--- src/rtl/noc_pkg.sv ---
// noc_pkg: shared port codes, flit types and flit field positions for the router input side
package noc_pkg;
   localparam int FLIT_W  = 32;
   localparam int TYPE_HI = 31;
   localparam int TYPE_LO = 30;
   localparam int DX_HI   = 7;
   localparam int DX_LO   = 4;
   localparam int DY_HI   = 3;
   localparam int DY_LO   = 0;

   typedef enum logic [2:0] {
      PORT_NONE  = 3'd0,
      PORT_N     = 3'd1,
      PORT_S     = 3'd2,
      PORT_E     = 3'd3,
      PORT_W     = 3'd4,
      PORT_LOCAL = 3'd5
   } port_e;

   typedef enum logic [1:0] {
      FT_BODY   = 2'b00,
      FT_HEAD   = 2'b01,
      FT_TAIL   = 2'b10,
      FT_SINGLE = 2'b11
   } flit_type_e;
endpackage

--- src/rtl/xy_route.sv ---
// xy_route: dimension-ordered XY output port selection, X resolved before Y
module xy_route
   import noc_pkg::*;
#(
   parameter logic [3:0] MY_X = 4'd0,
   parameter logic [3:0] MY_Y = 4'd0
) (
   input  logic [3:0] dest_x,
   input  logic [3:0] dest_y,
   output port_e      route
);
   // unsigned compares; Local only when both coordinates match
   always_comb
      route = dest_x > MY_X ? PORT_E :
              dest_x < MY_X ? PORT_W :
              dest_y > MY_Y ? PORT_N :
              dest_y < MY_Y ? PORT_S : PORT_LOCAL;
endmodule

--- src/rtl/port_requester.sv ---
// port_requester: per-input-port packet sequencer that requests an output port and forwards flits
module port_requester
   import noc_pkg::*;
#(
   parameter logic [3:0] MY_X = 4'd0,
   parameter logic [3:0] MY_Y = 4'd0
) (
   input  logic              clk,
   input  logic              rst_n,
   input  logic              flit_valid_i,
   input  logic [FLIT_W-1:0] flit_data_i,
   output logic              flit_pop_o,
   output logic [2:0]        req_port_addr_o,
   input  logic [2:0]        grant_port_i,
   output logic              out_valid_o,
   output logic [FLIT_W-1:0] out_data_o,
   input  logic              out_ready_i,
   output logic              err_o,
   output logic [7:0]        wait_cnt_o
);
   typedef enum logic [1:0] {IDLE, REQ, XFER} state_e;

   state_e     state;
   port_e      route_q;
   port_e      route;
   logic       first_q;
   flit_type_e ftype;
   logic       granted;
   logic       is_start;
   logic       is_end;
   logic       stray;
   logic       bad_head;

   xy_route #(.MY_X(MY_X), .MY_Y(MY_Y)) u_route (
      .dest_x (flit_data_i[DX_HI:DX_LO]),
      .dest_y (flit_data_i[DY_HI:DY_LO]),
      .route  (route)
   );

   assign ftype    = flit_type_e'(flit_data_i[TYPE_HI:TYPE_LO]);
   assign granted  = grant_port_i == route_q;
   assign is_start = ftype == FT_HEAD || ftype == FT_SINGLE;
   assign is_end   = ftype == FT_TAIL || ftype == FT_SINGLE;
   // a body/tail at the FIFO head with no open packet is discarded
   assign stray    = state == IDLE && flit_valid_i && !is_start;
   // a head seen after the packet's first flit is demoted to body
   assign bad_head = ftype == FT_HEAD && !first_q;

   // datapath is combinational from the FIFO head; held off entirely during reset
   always_comb begin
      out_valid_o = rst_n && state == XFER && flit_valid_i && granted;
      flit_pop_o  = (out_valid_o && out_ready_i) || (rst_n && stray);
      out_data_o  = bad_head ? {FT_BODY, flit_data_i[TYPE_LO-1:0]} : flit_data_i;
   end

   // packet FSM with registered request, wait counter and error pulse
   always_ff @(posedge clk or negedge rst_n) begin
      if (!rst_n) begin
         state           <= IDLE;
         route_q         <= PORT_NONE;
         first_q         <= 1'b0;
         wait_cnt_o      <= 8'd0;
         req_port_addr_o <= 3'd0;
         err_o           <= 1'b0;
      end else begin
         err_o <= 1'b0;
         case (state)
            IDLE:
               if (flit_valid_i && is_start) begin
                  route_q         <= route;
                  req_port_addr_o <= route;
                  wait_cnt_o      <= 8'd0;
                  state           <= REQ;
               end else if (stray) begin
                  err_o <= 1'b1;
               end
            REQ: begin
               wait_cnt_o <= wait_cnt_o == 8'hff ? wait_cnt_o : wait_cnt_o + 8'd1;
               if (granted) begin
                  first_q <= 1'b1;
                  state   <= XFER;
               end
            end
            XFER:
               if (flit_pop_o) begin
                  first_q <= 1'b0;
                  err_o   <= bad_head;
                  if (is_end) begin
                     req_port_addr_o <= 3'd0;
                     state           <= IDLE;
                  end
               end
            default: state <= IDLE;
         endcase
      end
   end
endmodule

--- config.mk ---
export PLATFORM = sky130hd
export DESIGN_NAME = port_requester
export DESIGN_NICKNAME = d
export VERILOG_FILES = /design/src/rtl/noc_pkg.sv /design/src/rtl/xy_route.sv /design/src/rtl/port_requester.sv
export SDC_FILE = /design/constraint.sdc
export NUM_CORES = 1
export LEC_CHECK = 0
export ABC_AREA = 1
export CAP_MARGIN = 20
export CORE_MARGIN = 5
export CORE_UTILIZATION = 35
export CTS_CLUSTER_SIZE = 12
export DETAILED_ROUTE_END_ITERATION = 10
export MAX_ROUTING_LAYER = met4
export PLACE_DENSITY = 0.79
export SYNTH_ARGS = -nofsm -noshare
export SYNTH_HDL_FRONTEND = slang
export SYNTH_SLANG_ARGS = --single-unit
--- constraint.sdc ---
create_clock -name clk -period 1.6 [get_ports clk]
set_input_delay 0.32 -clock clk [delete_from_list [all_inputs] [get_ports clk]]
set_output_delay 0.32 -clock clk [all_outputs]
set_load 0.01 [all_outputs]
==> impl_metrics.env <==
export IMPL_outcome="finished with violations"
export IMPL_violations="setup timing"
export IMPL_clk_pin_slew_ns=0.11
export IMPL_ys_seq_area_share_pct=36.1
export IMPL_clk_path_buf_depth=2
export IMPL_yosys_area_share_adder_pct=1.00
export IMPL_n_antenna_cell=0
export IMPL_grt_usage_pct=12.3
export IMPL_crit_chain="inv_2, nand2_4, nor3_4, nand3_2, nand2_2, buf_6"
export IMPL_cts_root_buf="clkbuf_4"
export IMPL_avgSynthCellArea_um2=7.61
export IMPL_grt_setup_unrepaired="true"
export IMPL_synthMuxAreaShare_pct=0
export IMPL_antenna_found_initial=0
export IMPL_slew_headroom_pct=75.3
export IMPL_yosysWarnings=0
export IMPL_worstRegToRegCells=9
export IMPL_r2r_start="wait_cnt_o[1]"
export IMPL_setup_slack_ns=-0.101
export IMPL_die_area_um2=4860
export IMPL_finalCoreUtilization_pct=54.0
export IMPL_power_leakage_uw=0.000967
export IMPL_cts_made_buffers=3
export IMPL_yosys_most_used_dff="dfrtp_1"
export IMPL_yosys_area_share_simple_pct=31.9
export IMPL_max_cap_violations=0
export IMPL_worstPathMaxFanout=3
export IMPL_max_freq_mhz=588
export IMPL_syn_num_nets=204
export IMPL_cpPeakStageDelay_ns=0.42
export IMPL_die_x_um=69.7
export IMPL_clkLatencyLatePin_ns=0.30
export IMPL_synth_edf_count=0
export IMPL_critical_path_class="reg2out"
export IMPL_drt_initial_drc_count=44
export IMPL_synthToLayoutAreaGrowth_pct=46.7
export IMPL_setup_violations_final=2
export IMPL_drtAntennaViolNets=0
export IMPL_fin_skew_ns=0.00277
export IMPL_wl_per_cell_um=11.7
export IMPL_synth_cells=164
export IMPL_dr_pass1_iters=5
export IMPL_grt_pass1_vias=1117
export IMPL_routed_wl_mm=3.06
export IMPL_cp_end_kind="output pin"
export IMPL_ff2ff_setup_slack_ns=0.11
export IMPL_irDropWorstVdd_v=0.000330
export IMPL_period_share_pct=106
export IMPL_h_tree_depth=1
export IMPL_drc=0
export IMPL_grt_pass1_wl_mm=4.80
export IMPL_hpwl_mm=2.17
export IMPL_fp_dieH_um=69.7
export IMPL_initial_utilization_pct=36.8
export IMPL_drv_slew=0
export IMPL_synth_area_um2=1250
export IMPL_grt_max_degree=11
export IMPL_clkSinkCount=18
export IMPL_io_pins=85
export IMPL_worst_slew_pin_slew_ns=0.370
export IMPL_yosysUniqueCellTypes=27
export IMPL_via_count=1200
export IMPL_p_per_area_nw_per_um2=1100
export IMPL_ys_async_sr_fraction_pct=100
export IMPL_synth_compound_gate_area_share_pct=4.91
export IMPL_fp_coreArea_um2=3390
export IMPL_cts_tree="built"
export IMPL_synth_top_family_by_area="simple AND/OR/NAND/NOR gates"
export IMPL_regToRegEndpoint="wait_cnt_o[3]"
export IMPL_synth_seq_cells=18
export IMPL_cp_required_ns=1.28
export IMPL_hold_violations=0
export IMPL_cp_slowest_cell="dfrtp_1"
export IMPL_vias_per_cell=4.60
export IMPL_gp_congestion=0.787
export IMPL_io_buffers=40
export IMPL_worst_ep_arrival_time_ns=1.38
export IMPL_num_nets_final=256
export IMPL_synth_xor_area_share_pct=2.10
export IMPL_finalCriticalPeriod_ns=1.70
export IMPL_layoutNonFillerInstCount=261
export IMPL_overflow=0
export IMPL_hold_path_class="in2async"
export IMPL_dp_cells=237
export IMPL_drive_gt1_share_pct=32.1
export IMPL_startpoint_type="flip-flop"
export IMPL_core_rowCount=21
## layout by cell type, fill, tap and decap left out, types with 2 or more instances in the layout
cell,netlist,final
nand4_1,4,4
inv_2,1,3
nand3_1,14,13
o21ai_2,2,2
dlygate4sd2_1,0,16
nand2_1,42,39
clkdlybuf4s50_1,0,20
nor2_1,9,8
o21ai_1,2,2
nor3_4,1,2
or2_2,3,3
dfrtp_1,18,15
xor2_1,2,2
o21ai_0,2,2
inv_1,18,16
buf_4,30,38
nor3_1,3,2
a21oi_1,2,2
dfrtp_2,0,3
nand2_4,1,2
clkbuf_4,0,3
nand2_2,1,3
## through the flow
stage               area, um2  total power [uW]  TNS [ns]  setup slack (ns)  hold slack, ns
floorplan                1250              1140         0             0.203          0.0244
global placement         1610              1520     -2.47            -0.582           0.455
detailed placement       1610              1540     -2.79            -0.621           0.467
CTS                      1740              1910    -0.126           -0.0956          0.0929
global route             1830              2160    -0.386            -0.200           0.130
finish                   1830              2010    -0.188            -0.101           0.104
## worst max path at each step
stage	cells past startpoint	slack [ns]	endpoint	from
after global routing	6	-0.20	flit_pop_o	state[0]
after detailed placement	8	-0.62	flit_pop_o	grant_port_i[1]
after floorplan	8	0.20	wait_cnt_o[3]	wait_cnt_o[0]
after CTS	6	-0.1	flit_pop_o	state[0]
final	6	-0.10	flit_pop_o	state[0]
after global placement	8	-0.58	flit_pop_o	grant_port_i[1]
## power breakdown
part | switching (uW) | internal, uW | leakage (uW) | total, uW
Combinational | 529 | 564 | 0.000725 | 1090
Sequential | 70.6 | 559 | 0.000221 | 630
Clock | 150 | 139 | 0.0000210 | 289
## layout make-up
type                       count  area, um2
sequential                    18        454
timing repair buffer          78        666
multi-input combinational     96        547
fill                         305       1560
inverter                      19       71.3
clock buffer                   4       36.3
tap                           46       57.6
## cells by family after synthesis
group / count (synthesis)
adders and majority gates: 1
buffers and inverters: 50
DFF: 18
and+or+nand+nor: 82
AOI/OAI and AO/OA: 10
xor gates and xnor gates: 3
## registers in the layout, indices dropped and copies added, names as in the netlist
register and flops:
req_port_addr_o 3, err_o 1, route_q 3, first_q 1, state 2, wait_cnt_o 8
## timing repair
| item | 4_1_cts | 5_1_grt |
|---|---|---|
| buffers inserted | 15 | 5 |
| hold buffers | 0 | 0 |
| setup endpoints to repair | 19 | 8 |
| pin swaps | 6 | 8 |
| gates resized for setup | 33 | 12 |
## synthesized netlist by cell type, types with 2 or more instances
cell,n,share of area (%)
o21ai_2,2,1.4
o21ai_0,2,0.80
nand2_1,42,13
nand4_1,4,2.0
a21oi_1,2,0.80
buf_4,30,18
o21ai_1,2,0.80
xor2_1,2,1.4
nor2_1,9,2.7
dfrtp_1,18,36
nand3_1,14,5.6
nor3_1,3,1.2
or2_2,3,1.5
inv_1,18,5.4
## critical path: cells and delay by family (launching register included)
kind	cells	cell delay (ns)
AND/OR/NAND/NOR	4	0.48
flip-flops	1	0.42
buffers and inverters	2	0.19
## routing by layer
| metal | wire [um] | share of wire [%] | global-route usage (%) |
|---|---|---|---|
| met3 | 180 | 5.9 | 1.16 |
| met5 | 0 | 0 | - |
| met2 | 1440 | 47 | 20.7 |
| met4 | 107 | 3.5 | 6.17 |
| met1 | 1330 | 43 | 14.7 |
Note: power is estimated with default switching activity, not from simulation.
